## src/rtl/cntry_car_sensor.sv

```systemverilog
// Country-road loop sensor front end: sync + debounce, waiting-car queue, request x.
// Define CNT_SENSOR_OVF_EN to build the sticky overflow register (otherwise overflow is 0).
module cntry_car_sensor #(
   parameter int DEBOUNCE    = 3,
   parameter int CNT_W       = 4,
   parameter int PASS_CYCLES = 2
) (
   input  logic             clock,
   input  logic             clear,
   input  logic             loop_in,
   input  logic [1:0]       cntry,
   output logic             x,
   output logic [CNT_W-1:0] queue_cnt,
   output logic             overflow
);

   localparam logic [1:0] GREEN    = 2'd2;
   localparam logic [3:0] DEB_LAST = 4'(DEBOUNCE - 1);
   localparam int         PT_W     = (PASS_CYCLES > 1) ? $clog2(PASS_CYCLES) : 1;
   localparam logic [PT_W-1:0] PT_LAST = PT_W'(PASS_CYCLES - 1);

   typedef enum logic [2:0] {
      EMPTY    = 3'd0,
      RISE_CHK = 3'd1,
      PRESENT  = 3'd2,
      FALL_CHK = 3'd3
   } state_t;

   function automatic logic [CNT_W-1:0] sat_inc(input logic [CNT_W-1:0] v);
      return (&v) ? v : v + CNT_W'(1);
   endfunction

   logic             s1, s2;
   state_t           state, state_nxt;
   logic [3:0]       deb, deb_nxt;
   logic             arrive, depart, green_q, pass_en, full;
   logic [PT_W-1:0]  ptmr;
   logic [CNT_W-1:0] q_nxt;

   // Input stage: two-flop synchroniser, light state captured alongside
   always_ff @(posedge clock) begin
      if (clear) begin
         s1      <= 1'b0;
         s2      <= 1'b0;
         green_q <= 1'b0;
      end else begin
         s1      <= loop_in;
         s2      <= s1;
         green_q <= (cntry == GREEN);
      end
   end

   always_ff @(posedge clock) begin
      if (clear) begin
         state <= EMPTY;
         deb   <= 4'd0;
      end else begin
         state <= state_nxt;
         deb   <= deb_nxt;
      end
   end

   always_comb begin
      state_nxt = state;
      deb_nxt   = deb;
      case (state)
         EMPTY: begin
            if (s2) begin
               state_nxt = RISE_CHK;
               deb_nxt   = 4'd1;
            end
         end
         RISE_CHK: begin
            if (!s2) begin
               state_nxt = EMPTY;
               deb_nxt   = 4'd0;
            end else if (deb == DEB_LAST) begin
               state_nxt = PRESENT;
            end else begin
               deb_nxt = deb + 4'd1;
            end
         end
         PRESENT: begin
            if (!s2) begin
               state_nxt = FALL_CHK;
               deb_nxt   = 4'd1;
            end
         end
         FALL_CHK: begin
            if (s2) begin
               state_nxt = PRESENT;
            end else if (deb == DEB_LAST) begin
               state_nxt = EMPTY;
               deb_nxt   = 4'd0;
            end else begin
               deb_nxt = deb + 4'd1;
            end
         end
         default: begin
            state_nxt = EMPTY;
            deb_nxt   = 4'd0;
         end
      endcase
   end

   always_comb begin
      arrive = (state == RISE_CHK) && s2 && (deb == DEB_LAST);
   end

   // A car leaves only after PASS_CYCLES uninterrupted GREEN cycles with a non-empty queue
   assign pass_en = green_q && (queue_cnt != '0);
   assign depart  = pass_en && (ptmr == PT_LAST);
   assign full    = &queue_cnt;

   always_ff @(posedge clock) begin
      if (clear)
         ptmr <= '0;
      else if (!pass_en || depart)
         ptmr <= '0;
      else
         ptmr <= ptmr + PT_W'(1);
   end

   always_comb begin
      q_nxt = queue_cnt;
      if (arrive && !depart)
         q_nxt = sat_inc(queue_cnt);
      else if (depart && !arrive)
         q_nxt = queue_cnt - CNT_W'(1);
   end

   // Queue stage: x is derived from the same next value so both move together
   always_ff @(posedge clock) begin
      if (clear) begin
         queue_cnt <= '0;
         x         <= 1'b0;
      end else begin
         queue_cnt <= q_nxt;
         x         <= (q_nxt != '0);
      end
   end

`ifdef CNT_SENSOR_OVF_EN
   logic ovf_q;

   always_ff @(posedge clock) begin
      if (clear)
         ovf_q <= 1'b0;
      else if (arrive && !depart && full)
         ovf_q <= 1'b1;
   end

   assign overflow = ovf_q;
`else
   assign overflow = 1'b0;
`endif

endmodule

```

## config.mk

```make
export PLATFORM = sky130hd
export DESIGN_NAME = cntry_car_sensor
export DESIGN_NICKNAME = d
export VERILOG_FILES = /design/src/rtl/cntry_car_sensor.sv
export SDC_FILE = /design/constraint.sdc
export NUM_CORES = 1
export LEC_CHECK = 0
export ABC_AREA = 1
export CELL_PAD_IN_SITES_DETAIL_PLACEMENT = 1
export CELL_PAD_IN_SITES_GLOBAL_PLACEMENT = 1
export CORE_MARGIN = 2
export CORE_UTILIZATION = 41
export DETAILED_ROUTE_END_ITERATION = 12
export GPL_ROUTABILITY_DRIVEN = 1
export GPL_TIMING_DRIVEN = 0
export PLACE_DENSITY = 0.83
export SETUP_SLACK_MARGIN = 0.2
export SYNTH_ARGS = -nofsm -noshare
export SYNTH_HDL_FRONTEND = slang
export SYNTH_SLANG_ARGS = --single-unit
```

## constraint.sdc

```tcl
create_clock -name clock -period 4.9 [get_ports clock]
set_clock_uncertainty 0.2 [all_clocks]
set_input_delay 1.47 -clock clock [delete_from_list [all_inputs] [get_ports clock]]
set_output_delay 1.47 -clock clock [all_outputs]
set_load 0.005 [all_outputs]
```

==> flow_summary.yaml <==
critical_path:
  cp.depth: 1
  crit_chain: "clkdlybuf4s50_1"
  criticalPathCategory: "flip-flop to output pin"
  crit_slowest_cell: "clkdlybuf4s50_1"
  critical_path_buf_inv_count: 1
  reg2regPathDepth: 10
  cp-start-kind: "flip-flop"
  critPathTopFamily: "buffers and inverters"
  cpPeakStageDelay_ns: 0.57
  endpoint_kind: "output pin"
  arrival_ns: 1.32
  required_ns: 3.23
  crit_fanout: 7
placement:
  port_buffers: 9
  place_area_mm2: 0.00102
  hpwl_mm: 1.66
  place.gp.congestion: 0.718
synthesis:
  synth-edff-count: 0
  synthArstFlopShare_pct: 0
  syn-num-nets: 135
  synth_ff_type: "dfxtp_1"
  ys.warnings.count: 0
  synth_cell_type_count: 23
  syn_area_per_cell_um2: 7.08
  synth_cells: 126
  netlist_area_um2: 892
  ys_seq_area_share_pct: 33.7
  ys_ff_latch: 15
power:
  p_per_area_mw_per_mm2: 243
  p_leak_nw: 0.469
  peakVddDrop_v: 0.000175
finish:
  antenna_cells: 0
  syn_to_final_growth_pct: 16.8
  layout-drive-gt1-share_pct: 16.5
  finish.instance_area_mm2: 0.00104
  layout_common_cells: "24 x nand2_1, 17 x inv_1, 15 x nor2_1, 15 x dfxtp_1, 13 x nand3_1"
  nets: 149
  layout_commonest_cell: "nand2_1"
sta:
  fin_tns_setup_ns: 0
  rsz0062_at_grt: "no"
  period_share_pct: 61.0
  finalMaxSlewViolations: 0
  finalCriticalPeriod_ns: 2.99
  final-hold-violation-count: 0
  fmax_mhz: 334
  setup_viol: 0
drt:
  num_vias: 821
  wl_mm: 2.00
  drt_first_iter_violations: 17
  avgRoutedWirePerCell_um: 12.1
  first_pass_iters: 4
  ant_nets: 0
  drcViolationCount: 0
  via_per_inst: 4.95
cts:
  clockBufferDepth: 2
  clkTransAtPathRegs_ns: 0.09
  cts_resized: 0
  cts_post_setup_buffers_inserted: 0
  cts_sinks: 15
  cts_root_buffer: "clkbuf_4"
  cts_tree: "done"
  insertion_delay_ns: 0.28
  htree_levels: 1
  numCtsBuffers: 3
  cts_hold_buf: 0
grt:
  antenna_found_initial: 0
  grt_max_degree: 9
  grt_first_pass_wirelength_mm: 3.51
  grt_pass1_vias: 825
  grt.overflow.total: 0
  grt_usage_pct: 18.0
floorplanning:
  die_y_um: 50.6
  fp.dieW_um: 50.6
  num_rows: 16
  initial_core_util_pct: 44.6
  io_pins: 11
  die_area_mm2: 0.00256
  core_area_mm2: 0.00200
job:
  max_cap_violations: 0
status:
  outcome: "finished clean"
min_path:
  hold_path_depth: 2
  hold_class: "flip-flop to flip-flop"
## per-stage QoR
stage	std cells	worst slack, ns	util (%)	hold slack (ns)	power [mW]
global placement	162	2.01	50.7	0.202	0.182
CTS	166	1.90	52.1	0.222	0.257
finish	166	1.91	52.1	0.216	0.254
global route	166	1.86	52.1	0.241	0.272
detailed placement	162	1.97	50.7	0.207	0.185
floorplan	126	2.77	-	0.188	0.171
## tightest hold or removal path, stage by stage, from the launching register on
cell and delay, ns:
dfxtp_1 0.31, inv_1 0.04, nor2_1 0.03
## cell type report
cell class	count	area (um2)
flip-flops and latches	15	300
plain buffers	2	12.5
repair buffers	9	90.1
well taps	27	33.8
inverters	20	75.1
multi-input cells	89	504
clock buffers	4	26.3
fillers	270	960
## state kept, by name (all words and copies together) (netlist names), named ones only
name       count
deb            4
queue_cnt      4
green_q        1
ptmr           1
s1             1
s2             1
state          1
x              1
## worst paths after layout
path	start	endpoint	slack, ns
setup / recovery	queue_cnt[1]	queue_cnt[1]	1.91
hold / removal	s1	s2	0.22
setup reg to reg	queue_cnt[0]	x	2.88
hold reg to reg	s1	s2	0.22
## per-layer routing
layer  part of all wire [%]  GRT usage [%]  wire [um]  vias to the layer above
met5                      0              0          0                        -
met4                    1.3           5.41         26                        0
met3                    2.2           3.57         44                        4
met2                     51           33.3       1010                       11
met1                     46           20.6        920                      384
li1                       -              -          -                      422
## synth_stat cells (2+ instances only)
cell	n	share of area (%)
o21ai_1	2	1.1
nand2_1	24	10
nor2_1	15	6.3
nand3_2	4	4.5
dfxtp_1	15	34
nor3_1	3	1.7
inv_2	3	1.3
inv_1	17	7.2
nand3_1	13	7.3
nand2_2	5	3.5
ha_1	4	5.6
o21ai_0	3	1.7
a21oi_1	8	4.5
## cell families after synthesis
| group | share of synthesized area (%) |
|---|---|
| other | 0.420 |
| buffers and inverters | 9.82 |
| AO/OA/AOI/OAI | 10.1 |
| flip-flops | 33.7 |
| AND/OR/NAND/NOR | 40.4 |
| adder cells (fa/ha/maj) | 5.61 |
## report_power, final
| part | internal, mW | switching, mW |
|---|---|---|
| Clock | 0.0316 | 0.0406 |
| Combinational | 0.0163 | 0.0298 |
| Sequential | 0.129 | 0.00631 |
Power figures use the tool's default switching activity.
